--- src/rtl/alu_pkg.sv ---
// Shared definitions for the shared-ALU controller and its ALU.
package alu_pkg;

    localparam int unsigned DATA_W = 7;

    localparam logic [1:0] OP_NAND = 2'b00;
    localparam logic [1:0] OP_ROL  = 2'b01;

    typedef enum logic [1:0] {
        IDLE,
        EXEC,
        RESP
    } state_t;

endpackage

--- src/rtl/alu_share_ctrl_alu.sv ---
// 7-bit NAND / rotate-left ALU, purely combinational.
module alu_share_ctrl_alu
    import alu_pkg::*;
(
    input  logic [DATA_W-1:0] i_a,
    input  logic [DATA_W-1:0] i_b,
    input  logic [1:0]        i_op,
    output logic [DATA_W-1:0] o_r
);

    logic [2*DATA_W-1:0] w_rot;

    // Rotate by shifting a doubled copy; the upper half holds the rotated value.
    assign w_rot = {i_a, i_a} << i_b[2:0];

    // Select the result; illegal opcodes give zero.
    always_comb begin
        o_r = '0;
        case (i_op)
            OP_NAND: o_r = ~(i_a & i_b);
            OP_ROL:  o_r = w_rot[2*DATA_W-1:DATA_W];
            default: o_r = '0;
        endcase
    end

endmodule

--- src/rtl/alu_share_ctrl.sv ---
// Round-robin sharing of one NAND/ROL ALU between two requesters, one op in flight.
module alu_share_ctrl
    import alu_pkg::*;
#(
    parameter int unsigned CNT_W = 8
) (
    input  logic              clk,
    input  logic              rst,
    input  logic              req0_valid,
    output logic              req0_ready,
    input  logic [DATA_W-1:0] req0_a,
    input  logic [DATA_W-1:0] req0_b,
    input  logic [1:0]        req0_op,
    input  logic              req1_valid,
    output logic              req1_ready,
    input  logic [DATA_W-1:0] req1_a,
    input  logic [DATA_W-1:0] req1_b,
    input  logic [1:0]        req1_op,
    output logic              rsp_valid,
    input  logic              rsp_ready,
    output logic              rsp_id,
    output logic [DATA_W-1:0] rsp_r,
    output logic              rsp_err,
    output logic              busy,
    output logic [CNT_W-1:0]  ops_done
);

    state_t              r_state;
    state_t              w_state_next;
    logic [DATA_W-1:0]   r_a;
    logic [DATA_W-1:0]   r_b;
    logic [1:0]          r_op;
    logic                r_id;
    logic                r_last_grant;
    logic [DATA_W-1:0]   r_rsp_r;
    logic                r_rsp_err;
    logic [CNT_W-1:0]    r_ops_done;
    logic                w_grant0;
    logic                w_grant1;
    logic                w_accept;
    logic                w_rsp_hs;
    logic [DATA_W-1:0]   w_alu_r;

    alu_share_ctrl_alu u_alu (
        .i_a  (r_a),
        .i_b  (r_b),
        .i_op (r_op),
        .o_r  (w_alu_r)
    );

    // Arbitration and next state; a tie goes to whoever did not win last time.
    always_comb begin
        w_grant0     = 1'b0;
        w_grant1     = 1'b0;
        w_state_next = r_state;
        unique case (r_state)
            IDLE: begin
                w_grant0 = req0_valid && (!req1_valid || r_last_grant);
                w_grant1 = req1_valid && (!req0_valid || !r_last_grant);
                if (w_grant0 || w_grant1) begin
                    w_state_next = EXEC;
                end
            end
            EXEC: w_state_next = RESP;
            RESP: begin
                if (rsp_ready) begin
                    w_state_next = IDLE;
                end
            end
            default: w_state_next = IDLE;
        endcase
    end

    assign w_accept = w_grant0 || w_grant1;
    assign w_rsp_hs = (r_state == RESP) && rsp_ready;

    // State, operand latch, result capture and completion counter.
    always_ff @(posedge clk or posedge rst) begin
        if (rst) begin
            r_state      <= IDLE;
            r_a          <= '0;
            r_b          <= '0;
            r_op         <= '0;
            r_id         <= 1'b0;
            r_last_grant <= 1'b1;
            r_rsp_r      <= '0;
            r_rsp_err    <= 1'b0;
            r_ops_done   <= '0;
        end else begin
            r_state <= w_state_next;
            if (w_accept) begin
                r_a          <= w_grant1 ? req1_a  : req0_a;
                r_b          <= w_grant1 ? req1_b  : req0_b;
                r_op         <= w_grant1 ? req1_op : req0_op;
                r_id         <= w_grant1;
                r_last_grant <= w_grant1;
            end
            if (r_state == EXEC) begin
                r_rsp_r   <= r_op[1] ? '0 : w_alu_r;
                r_rsp_err <= r_op[1];
            end
            if (w_rsp_hs) begin
                r_ops_done <= r_ops_done + CNT_W'(1);
            end
        end
    end

    assign req0_ready = w_grant0;
    assign req1_ready = w_grant1;
    assign rsp_valid  = (r_state == RESP);
    assign rsp_id     = r_id;
    assign rsp_r      = r_rsp_r;
    assign rsp_err    = r_rsp_err;
    assign busy       = (r_state != IDLE);
    assign ops_done   = r_ops_done;

endmodule

--- config.mk ---
export PLATFORM = sky130hd
export DESIGN_NAME = alu_share_ctrl
export DESIGN_NICKNAME = d
export VERILOG_FILES = /design/src/rtl/alu_pkg.sv /design/src/rtl/alu_share_ctrl_alu.sv /design/src/rtl/alu_share_ctrl.sv
export SDC_FILE = /design/constraint.sdc
export NUM_CORES = 1
export LEC_CHECK = 0
export CORE_ASPECT_RATIO = 0.8
export CORE_MARGIN = 3
export CORE_UTILIZATION = 47
export CTS_BUF_LIST = sky130_fd_sc_hd__clkbuf_16
export CTS_CLUSTER_DIAMETER = 40
export DETAILED_ROUTE_END_ITERATION = 12
export GPL_ROUTABILITY_DRIVEN = 0
export GPL_TIMING_DRIVEN = 0
export PLACE_DENSITY = 0.87
export SYNTH_ARGS = -nofsm -noshare
export SYNTH_HDL_FRONTEND = slang
export SYNTH_SLANG_ARGS = --single-unit
--- constraint.sdc ---
create_clock -name clk -period 2.1 [get_ports clk]
set_input_delay 0.42 -clock clk [delete_from_list [all_inputs] [get_ports clk]]
set_output_delay 0.42 -clock clk [all_outputs]
set_load 0.05 [all_outputs]
==> impl_metrics.json <==
{
  "htree_levels": 2,
  "syn_inst": 205,
  "cp.arrival_ns": 1.61,
  "fin_worst_skew_ns": 0.00423,
  "crit_type": "reg -> out",
  "insertion_delay_ns": 0.28,
  "wl_um": 4890,
  "std_cell_rows": 20,
  "cts_buffers": 5,
  "p_per_area_mw_per_mm2": 1640,
  "grt_util_all_layers_pct": 21.6,
  "syn_area_mm2": 0.00199,
  "syn_area_per_cell_um2": 9.71,
  "drc": 0,
  "yosys_warnings": 0,
  "firstDrtPassIters": 4,
  "critPathRequiredTime_ns": 1.68,
  "avgViaCountPerCell": 5.63,
  "cap_violations": 0,
  "grt_max_degree": 37,
  "synth.most_common_cell": "dfrtp_1",
  "synth.distinct_cells": 35,
  "finalPower_mw": 4.57,
  "synth-edff-count": 0,
  "grt_pass1_wl_um": 8420,
  "io_pins": 58,
  "max_freq_mhz": 492,
  "max-clock-path-buffers": 2,
  "synthFlopType": "dfrtp_1",
  "multi_input_area_um2": 963,
  "first_iter_violations": 271,
  "rrSetupSlack_ns": 0.36,
  "timing.final.crit_share_pct": 96.8,
  "core_mm2": 0.00393,
  "ys_seq_area_share_pct": 45.3,
  "relSlewSlack_pct": 44.7,
  "p_leak_nw": 1.14,
  "drv_slew": 0,
  "grt_pass1_vias": 1737,
  "syn_nets": 243,
  "final_core_util_pct": 70.8,
  "clkSinkCount": 36,
  "netlist_top_cells_area": "dfrtp_1, a21oi_1, a31oi_1",
  "rsz0062_at_grt": "no",
  "nets": 307,
  "tritoncts": "done",
  "die_y_um": 64.2,
  "ys_ff_latch": 36,
  "max-vdd-ir-drop_v": 0.000960,
  "port_buffers": 57,
  "cts_root_buffer": "clkbuf_16",
  "async_reset_ff_share_pct": 100,
  "die_width_um": 78.8,
  "status": "complete, no violations",
  "cp_max_fo": 17,
  "yosys-top-cells-count": "dfrtp_1, a21oi_1, nand2_1",
  "ant_nets": 0,
  "worstMarginPinSlew_ns": 0.827,
  "min_delay_path_depth": 1,
  "critPathCaptureType": "primary output",
  "antenna_found_initial": 0,
  "setup_viol": 0,
  "period_needed_ns": 2.03,
  "clk_pin_slew_worst_paths_ns": 0.05,
  "initial_core_util_pct": 50.7,
  "setup_ws_ns": 0.0678,
  "pre_cts_slack_ns": -0.909,
  "grt-ovfl-total": 0,
  "antenna_cells": 0,
  "yosys.area.top_type": "dfrtp_1",
  "die_area_mm2": 0.00506,
  "startpoint_type": "flop",
  "wl_per_cell_um": 15.0,
  "seq_area_um2": 903,
  "via_count": 1829,
  "hold_viol": 0,
  "drive_gt1_share_pct": 13.0,
  "rr_worst_depth": 5,
  "fillers": 305,
  "dp_hpwl_um": 3600,
  "worstHoldPathType": "reg -> reg",
  "synth_top_area_share_pct": 44.0,
  "area_delta_synth_final_pct": 39.8
}
worst max-delay path: stages (launching register included):
cell      delay (ns)
dfrtp_2         0.43
or3b_1          0.39
clkbuf_8        0.18
nor2_2          0.14
buf_6           0.17
layout make-up:
class	instances	area share [%]
multi-input cells	147	34.6
flip-flops and latches	36	32.5
clock inverters	3	0.495
repair buffers	59	20.7
well taps	55	2.47
inverters	4	0.540
plain buffers	16	4.18
clock buffers	5	4.50
power breakdown:
group          switching, mW  total [mW]  internal, mW
combinational           1.47        2.52          1.05
sequential             0.328        1.36          1.03
clock                  0.269       0.699         0.430
total                   2.07        4.57          2.51
layout by cell type, fill, tap and decap left out, types with 2 or more instances in the layout:
master           instances
a21oi_1                 24
a221oi_1                 7
a31oi_1                 17
and2_1                   2
and3_1                   2
and3b_1                  2
buf_2                    5
buf_4                    5
buf_6                    5
clkbuf_1                 4
clkbuf_16                5
clkdlybuf4s50_1         52
clkinv_2                 2
dfrtp_1                 34
dlygate4sd2_1            2
inv_1                    3
mux4_1                   3
mux4_2                   4
nand2_1                 20
nand3_1                 16
nand4_1                  5
nor2_1                  10
o21ai_0                 15
o21ai_1                  2
xnor2_1                  6
worst paths after layout:
path	start	endpoint
max	r_state[1]$_DFFE_PP0P_	req1_ready
min	ops_done[7]$_DFFE_PP0P_	ops_done[7]$_DFFE_PP0P_
max reg2reg	r_state[1]$_DFFE_PP0P_	r_b[0]$_DFFE_PP0P_
min reg2reg	ops_done[7]$_DFFE_PP0P_	ops_done[7]$_DFFE_PP0P_
max in group asynchronous	rst	r_state[1]$_DFFE_PP0P_
min in group asynchronous	rst	ops_done[7]$_DFFE_PP0P_
sequential cells by signal, indices dropped and copies added (netlist names):
name	count
ops_done	8
r_a	7
rsp_r	7
rsp_err	1
r_op	2
r_state	2
r_last_grant	1
r_b	7
rsp_id	1
layer usage:
metal	track usage, %	wire length [um]	vias up
li1	-	-	888
met1	31.1	2190	853
met2	31.3	2250	80
met3	4.23	349	8
met4	10.0	92	0
met5	0	0	-
metrics by stage:
stage | instances | area, um2 | setup TNS [ns] | hold WS [ns]
global route | 325 | 2780 | 0 | 0.506
finish | 325 | 2780 | 0 | 0.473
global placement | 317 | 2630 | -1.53 | 0.462
floorplan | 205 | 1990 | 0 | 0.489
detailed placement | 317 | 2630 | -1.57 | 0.471
CTS | 323 | 2770 | 0 | 0.479
logic make-up after synthesis:
family	after synthesis	share of synthesized area, %
compound gates	66	19.1
xor+xnor	7	3.08
fa+ha+maj	1	0.628
buf+inv	22	6.28
flops	36	45.3
mux	8	9.05
simple gates	65	16.5
timing repair:
item / CTS / global route
endpoints found under the hold margin: 0 / 0
buffers inserted: 0 / 2
gates resized for setup: 22 / 5
hold buffers: 0 / 0
endpoints found under the setup margin: 4 / 3
No activity file was read; power rests on OpenSTA's default activity.
==> variant 1 (same settings) <==
Make the reset (`rst`) synchronous in one clocked block.
--- a/src/rtl/alu_share_ctrl.sv
+++ b/src/rtl/alu_share_ctrl.sv
@@ -75,7 +75,7 @@
     assign w_rsp_hs = (r_state == RESP) && rsp_ready;
 
     // State, operand latch, result capture and completion counter.
-    always_ff @(posedge clk or posedge rst) begin
+    always_ff @(posedge clk) begin
         if (rst) begin
             r_state      <= IDLE;
             r_a          <= '0;
Behaviour: differs if rst is asserted again (counterexample within 4 cycles, from zero or initial values and one cycle with rst high); with rst held inactive, the same outputs for 10 cycles.
==> variant 1 against the original RTL <==
Maximum frequency up 1.3%. Sequential cell count unchanged. Non-clock buffer count fell by 5. Via count fell by 15%. Routed wire length decreased by 17%. Area after synthesis fell by 12%. Critical endpoint is now req0_ready. Cell area down 10%. Worst hold slack worse by 0.016 ns. First-iteration DRC count down 64%. Setup slack gained 0.025 ns. Critical path type unchanged.
Power is not compared: it rests on default switching activity, and its combinational part moved more than twofold at a synthesized area within 25%.
==> variant 1: results <==
export IMPL_synth_distinct_cells=28
export IMPL_dpl_hpwl_um=3070
export IMPL_yosys_top_cells_area="dfxtp_1 41%, mux2i_1 17%, o2bb2ai_1 8.0%"
export IMPL_drt_initial_drc_count=98
export IMPL_crit_start="r_state[0]"
export IMPL_ys_seq_area_share_pct=41.3
export IMPL_async_reset_ff_share_pct=0
export IMPL_gr_usage_met3_pct=6.95
export IMPL_cpPeakStageDelay_ns=0.39
export IMPL_arrival_ns=1.59
export IMPL_antenna_found_initial=0
export IMPL_dp_slack_ns=-0.776
export IMPL_wl_per_cell_um=14.1
export IMPL_leakagePower_nw=1.03
export IMPL_grt_total_usage_pct=19.3
export IMPL_grtUsageMet1_pct=25.9
export IMPL_largest_reg_flops=8
export IMPL_first_pass_iters=4
export IMPL_grtUsageMet2_pct=28.9
export IMPL_r2r_start="r_b[1]"
export IMPL_fin_hold_ws_ns=0.458
export IMPL_min_delay_start="rsp_id"
export IMPL_route_met2_wl_um=1800
export IMPL_synth_commonest_cells="36 x dfxtp_1, 30 x mux2i_1, 19 x nand2_1"
export IMPL_grt_max_degree=19
export IMPL_dp_cells=283
export IMPL_clkLatencyLatePin_ns=0.28
export IMPL_cts_buffer_depth=2
export IMPL_swShare_pct=28.7
export IMPL_cp_max_fo=5
export IMPL_cts_root_buf="clkbuf_16"
export IMPL_wl_met1_um=1990
export IMPL_yosysWarnings=0
export IMPL_grt_pass1_wl_um=6600
export IMPL_viasPerCell=5.40
export IMPL_finalWirelength_um=4070
export IMPL_worst_slack_ns=0.0931
export IMPL_drive_gt1_share_pct=6.88
export IMPL_h_tree_depth=2
export IMPL_wl_met3_um=239
export IMPL_syn_instance_count=184
export IMPL_portBuffers=57
export IMPL_cts_buffers=5
export IMPL_ir_worst_vdd_mv=0.448
export IMPL_synth_nets=222
export IMPL_fin_setup_tns_ns=0
export IMPL_fin_nets=285
export IMPL_slowest_stage="clkdlybuf4s15_2"
export IMPL_min_path_type="flip-flop to flip-flop"
export IMPL_status="completed"
export IMPL_relSlewSlack_pct=47.2
export IMPL_finClkSkew_ns=0.00540
export IMPL_synth_ff_type="dfxtp_1"
export IMPL_reg2reg_slack_ns=0.40
export IMPL_grt_pass1_vias=1479
export IMPL_placed_area_um2=2370
variant 1: cell types whose count changed after synthesis, sizes merged, moves of 15 or more:
cell	delta
a31oi	-17
nand3	-15
dfrtp	-35
dfxtp	+36
o21ai	-16
o2bb2ai	+16
mux2i	+30
a21oi	-19
variant 1: worst min-delay path, cell delays in order (launching register included):
cell,delay (ns)
dfxtp_1,0.31
nand2_1,0.05
a21oi_1,0.05
variant 1: final cells by class:
cell class	instances	area (µm²)
Fill cell	277	993
Multi-Input combinational cell	130	941
Sequential cell	36	721
Timing Repair Buffer	57	568
Clock buffer	5	125
Buffer	13	70.1
Tap cell	42	52.6
Inverter	4	15.0
Clock inverter	2	8.76
variant 1: logic make-up (layout without fill, tap and decap cells):
kind of cell	Yosys count	count (layout)	share of synthesized area, %
DFF	36	36	41.3
adders and majority gates	1	1	0.717
AOI/OAI and AO/OA	36	36	16.4
buffers and inverters	18	81	4.80
and+or+nand+nor	55	55	14.8
muxes	31	31	18.5
xor gates and xnor gates	7	7	3.51
variant 1: timing repair:
action	CTS	global route
setup endpoints to repair	3	1
gates resized for setup	11	1
setup buffers	0	0
hold endpoints to repair	0	0
pin swaps	0	0
gates cloned	0	0
variant 1: worst paths after layout:
| kind | cells past startpoint | to |
|---|---|---|
| hold / removal | 2 | rsp_id |
| setup / recovery | 4 | req0_ready |
| setup reg to reg | 5 | rsp_r[0] |
| hold reg to reg | 2 | rsp_id |
variant 1: power by group through the flow:
| stage | clock, mW | sequential, mW | combinational [mW] |
|---|---|---|---|
| after floorplan | 0 | 0.853 | 0.242 |
| after CTS | 0.682 | 0.788 | 0.467 |
| final | 0.673 | 0.790 | 0.466 |
| after global placement | 0 | 0.800 | 0.458 |
| after detailed placement | 0 | 0.801 | 0.467 |
| after global routing | 0.714 | 0.798 | 0.503 |
==> variant 2 (same flow settings) <==
Made on the original files. Set the parameter `CNT_W` to 12 (it was 8).
--- a/src/rtl/alu_share_ctrl.sv
+++ b/src/rtl/alu_share_ctrl.sv
@@ -2,7 +2,7 @@
 module alu_share_ctrl
     import alu_pkg::*;
 #(
-    parameter int unsigned CNT_W = 8
+    parameter int unsigned CNT_W = 12
 ) (
     input  logic              clk,
     input  logic              rst,
Interface: changed (resized ops_done); port bits go from 58 to 62. No check against the original RTL was run, so the function may have changed too.
==> variant 2 against the original RTL <==
Area after synthesis grew 3.1%. Sequential cell count is 4 higher. Critical path depth is 3 lower. Routed wire length is 5.1% lower. Critical endpoint is now ops_done[2]. Cell area grew 3.9%. Setup slack improved by 0.0093 ns. Clock skew hardly changed. Power shrank 2.5%.
==> variant 2: results <==
export IMPL_synth_commonest_cells="39 x dfrtp_1, 30 x mux2i_1, 27 x nor2_1"
export IMPL_grt_total_usage_pct=19.5
export IMPL_largest_reg_flops=12
export IMPL_cts_root_buf="clkbuf_16"
export IMPL_h_tree_depth=2
export IMPL_route_vias_total=1755
export IMPL_drt_initial_drc_count=109
export IMPL_first_pass_iters=4
export IMPL_drive_gt1_share_pct=9.45
export IMPL_antenna_found_initial=0
export IMPL_synth_edff_count=0
export IMPL_cpPeakStageDelay_ns=0.85
export IMPL_grt_pass1_vias=1655
export IMPL_status="completed"
export IMPL_synth_nets=243
export IMPL_finalWirelength_um=4640
export IMPL_leakagePower_nw=1.38
export IMPL_fin_nets=312
export IMPL_dpl_hpwl_um=3540
export IMPL_worstMarginPinSlew_ns=0.826
export IMPL_yosys_top_cells_area="dfrtp_1 48%, mux2i_1 15%, a21oi_1 6.1%"
export IMPL_cts_buffers=5
export IMPL_slowest_stage="clkdlybuf4s50_1"
export IMPL_synth_ff_type="dfrtp_1"
export IMPL_num_antenna_cells=0
export IMPL_yosysWarnings=0
export IMPL_critPathTopFamily="buffers and inverters"
export IMPL_grt_max_degree=41
export IMPL_clkLatencyLatePin_ns=0.28
export IMPL_grt_pass1_wl_um=7890
export IMPL_path_clk_slew_ns=0.06
export IMPL_cts_buffer_depth=2
export IMPL_finClkSkew_ns=0.00427
export IMPL_synth_distinct_cells=32
export IMPL_ir_worst_vdd_mv=1.00
export IMPL_cp_max_fo=5
export IMPL_ys_seq_area_share_pct=48.8
export IMPL_portBuffers=61
export IMPL_arrival_ns=1.60
export IMPL_min_path_type="flip-flop to flip-flop"
export IMPL_async_reset_ff_share_pct=100
variant 2: per-stage QoR:
stage	setup WS, ns	TNS, ns	std cells	cell area, µm²
after floorplan	0.239	0	205	2050
after global placement	-0.571	-3.15	321	2730
after detailed placement	-0.587	-0.884	321	2730
after CTS	0.00910	0	329	2880
after global routing	0.0201	0	330	2890
final	0.0772	0	330	2890
variant 2: path summary, 6_finish.rpt:
path / from / to / slack [ns] / cells after the start
max: ops_done[2] / ops_done[2] / 0.08 / 1
min: rsp_err / rsp_err / 0.47 / 2
max reg2reg: r_b[1] / rsp_r[4] / 0.53 / 5
min reg2reg: rsp_err / rsp_err / 0.47 / 2
max in group asynchronous: rst / r_a[0] / 0.94 / 2
min in group asynchronous: rst / ops_done[5] / 0.63 / 2
variant 2: layer usage:
layer  GRT usage [%]  vias to the layer above  wire length (µm)
li1                -                      850                 -
met1            26.6                      849              2150
met2            30.0                       47              2170
met3            5.34                        9               239
met4            6.96                        0                72
met5               0                        -                 0
variant 2: cell type report:
class                      instances  area (µm²)
multi-input combinational        148         971
clock inverter                     3        16.3
sequential                        40        1000
inverter                           6        22.5
tap                               55        68.8
clock buffer                       5         125
fill                             316        1110
buffer                            11        70.1
timing repair buffer              62         614
variant 2: power breakdown:
group	switching [mW]	internal, mW
combinational	1.45	0.892
clock	0.291	0.433
sequential	0.293	1.10
total	2.04	2.42
variant 2: cells by family after synthesis:
logic type,Yosys count,synth area share (%)
adders and majority gates,1,0.609
buffers and inverters,17,4.14
xor gates and xnor gates,11,4.69
AOI/OAI and AO/OA,35,9.99
and+or+nand+nor,70,16.6
muxes,31,15.2
DFF,40,48.8
variant 2: repair_timing:
action | in CTS | in global routing
setup endpoints to repair | 4 | 1
hold buffers | 0 | 0
resized for setup | 14 | 0
setup buffers | 0 | 1
